## src/rtl/hqm_rcfwl_gclk_usync_pkg.sv

```systemverilog
// -----------------------------------------------------------------------------
// hqm_rcfwl_gclk_usync_pkg
// Shared types and helpers for the USYNC generator in the clock distribution
// unit.
//   usync_state_t   : FSM encoding (IDLE, RUN, GAP)
//   usync_params_ok : parameter legality check used at elaboration
// -----------------------------------------------------------------------------
package hqm_rcfwl_gclk_usync_pkg;

  typedef enum logic [1:0] {
    IDLE = 2'd0,
    RUN  = 2'd1,
    GAP  = 2'd2
  } usync_state_t;

  // PERIOD >= 2, 1 <= USYNC_HIGH <= PERIOD-1 and SYNC_STAGES >= 2.
  function automatic bit usync_params_ok(input int period,
                                         input int high,
                                         input int stages);
    return (period >= 2) && (high >= 1) && (high <= period - 1) &&
           (stages >= 2);
  endfunction

endpackage

```

## src/rtl/hqm_rcfwl_gclk_usync_sync.sv

```systemverilog
// -----------------------------------------------------------------------------
// hqm_rcfwl_gclk_usync_sync
// Parameterized-depth single-bit synchronizer. Every flop resets to 0.
//   clk  : destination clock
//   rst  : asynchronous active-high reset
//   i_d  : asynchronous input bit
//   o_q  : synchronized output (STAGES clock edges of latency)
// -----------------------------------------------------------------------------
module hqm_rcfwl_gclk_usync_sync #(
  parameter int STAGES = 2
) (
  input  logic clk,
  input  logic rst,
  input  logic i_d,
  output logic o_q
);

  logic [STAGES-1:0] r_chain;

  always_ff @(posedge clk or posedge rst) begin
    if (rst) begin
      r_chain <= '0;
    end else begin
      r_chain <= {r_chain[STAGES-2:0], i_d};
    end
  end

  assign o_q = r_chain[STAGES-1];

endmodule

```

## src/rtl/hqm_rcfwl_gclk_pccdu_usync_gen.sv

```systemverilog
// -----------------------------------------------------------------------------
// hqm_rcfwl_gclk_pccdu_usync_gen
// Periodic USYNC generator on the primary grid clock, plus the single-cycle
// active-low reset pulse that restarts every DOP divider phase-aligned.
//   clk       : primary grid clock
//   rst       : asynchronous active-high reset
//   usync_en  : asynchronous enable (synchronized internally)
//   realign   : synchronous single-cycle request to restart alignment
//   usync     : USYNC alignment signal, high for USYNC_HIGH of every PERIOD
//   div_rst_b : divider reset, low for one cycle after each USYNC rise
//   aligned   : dividers have seen a reset pulse since the last (re)start
//   phase     : position within the USYNC period
// All outputs are registered.
// -----------------------------------------------------------------------------
module hqm_rcfwl_gclk_pccdu_usync_gen
  import hqm_rcfwl_gclk_usync_pkg::*;
#(
  parameter  int PERIOD      = 12,
  parameter  int USYNC_HIGH  = 1,
  parameter  int SYNC_STAGES = 2,
  localparam int CNTW        = (PERIOD < 2) ? 1 : $clog2(PERIOD)
) (
  input  logic            clk,
  input  logic            rst,
  input  logic            usync_en,
  input  logic            realign,
  output logic            usync,
  output logic            div_rst_b,
  output logic            aligned,
  output logic [CNTW-1:0] phase
);

  if (!usync_params_ok(PERIOD, USYNC_HIGH, SYNC_STAGES)) begin : g_bad_params
    $error("hqm_rcfwl_gclk_pccdu_usync_gen: illegal PERIOD/USYNC_HIGH/SYNC_STAGES");
  end

  localparam logic [CNTW-1:0] LAST_PHASE = CNTW'(PERIOD - 1);
  localparam logic [CNTW-1:0] HIGH_LIM   = CNTW'(USYNC_HIGH);

  logic            w_en_s;
  usync_state_t    r_state;
  usync_state_t    w_state_nxt;
  logic [CNTW-1:0] r_phase;
  logic [CNTW-1:0] w_phase_nxt;
  logic            r_usync;
  logic            r_usync_q;
  logic            r_div_rst_b;
  logic            r_aligned;

  hqm_rcfwl_gclk_usync_sync #(
    .STAGES (SYNC_STAGES)
  ) u_en_sync (
    .clk (clk),
    .rst (rst),
    .i_d (usync_en),
    .o_q (w_en_s)
  );

  always_ff @(posedge clk or posedge rst) begin
    if (rst) begin
      r_state <= IDLE;
    end else begin
      r_state <= w_state_nxt;
    end
  end

  // Phase only advances while staying in RUN; every entry into RUN (from IDLE
  // or GAP) starts at phase 0 so the first RUN cycle always carries USYNC high.
  always_comb begin
    w_state_nxt = r_state;
    w_phase_nxt = '0;
    case (r_state)
      IDLE: begin
        if (w_en_s) w_state_nxt = RUN;
      end
      RUN: begin
        if (!w_en_s) begin
          w_state_nxt = IDLE;
        end else if (realign) begin
          w_state_nxt = GAP;
        end else begin
          w_phase_nxt = (r_phase == LAST_PHASE) ? '0 : r_phase + CNTW'(1);
        end
      end
      GAP: begin
        w_state_nxt = RUN;
      end
      default: begin
        w_state_nxt = IDLE;
      end
    endcase
  end

  // Outputs are computed from the next state so they line up with the state
  // register. A pending divider pulse is dropped when falling back to IDLE,
  // and 'aligned' only sets from a pulse issued during the current RUN span,
  // never from one launched just before a GAP.
  always_ff @(posedge clk or posedge rst) begin
    if (rst) begin
      r_phase     <= '0;
      r_usync     <= 1'b0;
      r_usync_q   <= 1'b0;
      r_div_rst_b <= 1'b1;
      r_aligned   <= 1'b0;
    end else begin
      r_phase     <= w_phase_nxt;
      r_usync     <= (w_state_nxt == RUN) && (w_phase_nxt < HIGH_LIM);
      r_usync_q   <= r_usync;
      r_div_rst_b <= (w_state_nxt == IDLE) ? 1'b1 : ~(r_usync & ~r_usync_q);
      r_aligned   <= (w_state_nxt != RUN) ? 1'b0 :
                     (r_aligned | ((r_state == RUN) & ~r_div_rst_b));
    end
  end

  assign usync     = r_usync;
  assign div_rst_b = r_div_rst_b;
  assign aligned   = r_aligned;
  assign phase     = r_phase;

endmodule

```

## config.mk

```make
export PLATFORM = sky130hd
export DESIGN_NAME = hqm_rcfwl_gclk_pccdu_usync_gen
export DESIGN_NICKNAME = d
export VERILOG_FILES = /design/src/rtl/hqm_rcfwl_gclk_usync_pkg.sv /design/src/rtl/hqm_rcfwl_gclk_usync_sync.sv /design/src/rtl/hqm_rcfwl_gclk_pccdu_usync_gen.sv
export SDC_FILE = /design/constraint.sdc
export NUM_CORES = 1
export LEC_CHECK = 0
export ABC_AREA = 1
export CAP_MARGIN = 20
export CORE_AREA = 5 5 42 44
export CTS_CLUSTER_SIZE = 25
export DETAILED_ROUTE_END_ITERATION = 12
export DIE_AREA = 0 0 47 49
export GPL_TIMING_DRIVEN = 0
export SETUP_SLACK_MARGIN = 0.1
export SYNTH_ARGS = -nofsm -noshare
export SYNTH_HDL_FRONTEND = slang
export SYNTH_SLANG_ARGS = --single-unit
export TNS_END_PERCENT = 30
```

## constraint.sdc

```tcl
create_clock -name clk -period 3 [get_ports clk]
set_input_delay 0.9 -clock clk [delete_from_list [all_inputs] [get_ports clk]]
set_output_delay 0.9 -clock clk [all_outputs]
set_load 0.02 [all_outputs]
```

==> summary.txt <==
Timing
  – Worst slew margin: 0.702
  – Fmax: 436 MHz
  – Fin crit period: 2290 ps
  – Final Hold Viols: 0
  – Worst-Margin Slew: 446 ps
  – Final-report setup violation count: 0
  – Final period util: 0.764
  – Final Skew: 2.03 ps
  – Fin Setup TNS: 0 ps
  – RSZ-0062 raised after global routing: no
  – Slew Viols, Final: 0

Synthesis
  – Synth area leader: dfrtp_1
  – Syn Std Cell Area: 507 sq um
  – Yosys Warn Count: 0
  – Syn Area/Cell: 9.94 sq um
  – Synthesis-stage register bit count: 12
  – Mapped Cells: 51
  – Post-Synthesis Net Count: 56
  – Top post-synthesis cells by area: dfrtp_1 (54%), inv_1 (6.7%), nand3_1 (5.9%)
  – Sequential area share after synthesis: 0.595
  – Post-synthesis cell type count: 15
  – Synth top area share: 0.543

Detailed routing
  – WL final: 807 microns
  – Detailed-route via count: 354
  – Detailed Route Iter0 Violations: 3
  – Final ANT Viol Nets: 0
  – DRC: 0
  – DR vias/cell: 4.37
  – Initial DRT Pass Iterations: 3
  – WL/cell: 9.96 microns

Setup path
  – Critical-path top delay cell: clkdlybuf4s50_1
  – Crit start category: flop
  – Critical path type: flop to output port
  – Worst path cell trace: clkdlybuf4s50_1
  – Crit path max-delay family: buffers and inverters
  – Instance count on the critical path: 1
  – CP bufs+invs: 1
  – R2r worst-path depth: 7
  – CP required: 2100 ps
  – Max stage delay on crit path: 600 ps
  – CP arrival: 1390 ps
  – Crit path max fanout: 2
  – Setup crit end kind: output port

Floorplanning
  – Die Ht: 49 microns
  – Io pins: 11
  – Initial core utilization: 0.362
  – CORE AREA: 1400 sq um
  – Die area: 2300 sq um
  – Die W: 47 microns
  – Row cnt: 14

Global routing
  – Largest net degree at the start of global routing: 13
  – GRT Util Overall: 0.0908
  – Global-route wire length before repair: 1.46 mm
  – Vias in the first global route: 340
  – GRT Residual Overflow: 0
  – Initial antenna violation count: 0

Clock network
  – Worst-skew pair later-pin latency: 260 ps
  – Total CTS buffers: 3
  – Clock slew at reported path FFs: 70 ps
  – Post-CTS setup buffers: 0
  – CTS sink cnt: 12
  – Root Driver: clkbuf_4
  – Clock Path Buffers: 2
  – H-Tree Depth: 1
  – Hold_buf cts: 0
  – Cts repair resizes: 0
  – CTS tree: yes

Min path
  – Worst hold path class: flop to flop
  – Depth of the worst hold-timing path: 0

Placed design
  – Placed Area: 627 sq um
  – # port buffers: 10
  – Placer Congestion: 0.693
  – Final HPWL DP: 654 microns

Power and ir drop
  – Lkg Pwr: 0.000320 uW
  – Pwr per Cell Area: 482 nW/um^2
  – Worst vdd ir: 266 uV

Layout
  – # fillers: 145
  – Cell area after layout: 653 sq um
  – Fin nets: 71
  – Syn-to-layout area delta: 28.9%
  – # diodes: 0
  – Layout cells sized above 1: 0.200

Job
  – Max Cap Viol: 0

Outcome
  – Status: finished clean
sequential cells by signal (all words and copies together) (netlist names):
name,flops
div_rst_b,1
u_en_sync.r_chain,2
phase,4
aligned,1
r_usync_q,1
usync,1
r_state,2
final timing paths:
| check | slack (ps) | startpoint | to |
|---|---|---|---|
| min in group asynchronous | 930 | rst | phase[2] |
| max in group asynchronous | 1730 | rst | div_rst_b |
| worst max-delay path | 710 | div_rst_b | div_rst_b |
| worst min register to register | 350 | u_en_sync.r_chain[0] | u_en_sync.r_chain[1] |
| worst min-delay path | 350 | u_en_sync.r_chain[0] | u_en_sync.r_chain[1] |
| worst max register to register | 1830 | phase[0] | usync |
layout by cell type, fill, tap and decap left out, drive strengths merged:
cell	count
clkdlybuf4s50	10
nor2	7
inv	11
dfstp	1
ha	1
nand2	10
clkbuf	4
o21a	1
nand4	1
xor2	1
nand3	7
dfrtp	11
cell families (layout without fill, tap and decap cells):
logic type	after synthesis	count (layout)	synth area share
adders and majority gates	1	1	0.0247
xor gates and xnor gates	1	1	0.0173
AOI/OAI and AO/OA	1	1	0.0148
DFF	12	12	0.595
and+or+nand+nor	25	25	0.267
buffers and inverters	11	25	0.0815
cell usage after synthesis:
cell type,number
dfrtp_1,11
dfstp_2,1
ha_1,1
inv_1,9
inv_2,2
nand2_1,7
nand2_2,3
nand3_1,6
nand3_2,1
nand4_1,1
nor2_1,4
nor2_2,1
nor2_4,2
o21a_1,1
xor2_1,1
power by group:
group / internal [uW] / switching (uW) / leakage, uW
clock network: 51.4 / 47.4 / 0.0000150
logic: 16.8 / 21.5 / 0.000152
registers: 171 / 6.02 / 0.000153
cell type report:
class                           count  area [sq um]  area share
Tap cell                           16          20.0      0.0307
Sequential cell                    12           302       0.462
Timing Repair Buffer               10           100       0.153
Clock buffer                        4          26.3      0.0402
Multi-Input combinational cell     28           164       0.251
Inverter                           11          41.3      0.0632
metrics by stage:
stage | total power, uW | setup WS [ps] | utilization | cells | hold slack, ps
floorplan | 203 | 1540 | - | 51 | 331
global placement | 219 | 994 | 0.447 | 77 | 333
detailed placement | 220 | 987 | 0.447 | 77 | 340
CTS | 322 | 690 | 0.466 | 81 | 361
global route | 337 | 659 | 0.466 | 81 | 383
finish | 315 | 707 | 0.466 | 81 | 355
routing by layer:
metal | share of wire | track usage | vias up | wire length [microns]
met1 | 0.47 | 0.120 | 162 | 382
li1 | - | - | 185 | -
met5 | 0 | 0 | - | 0
met4 | 0.0062 | 0.0553 | 0 | 5
met2 | 0.47 | 0.120 | 5 | 379
met3 | 0.048 | 0.0369 | 2 | 39
Note: power is estimated with default switching activity, not from simulation.
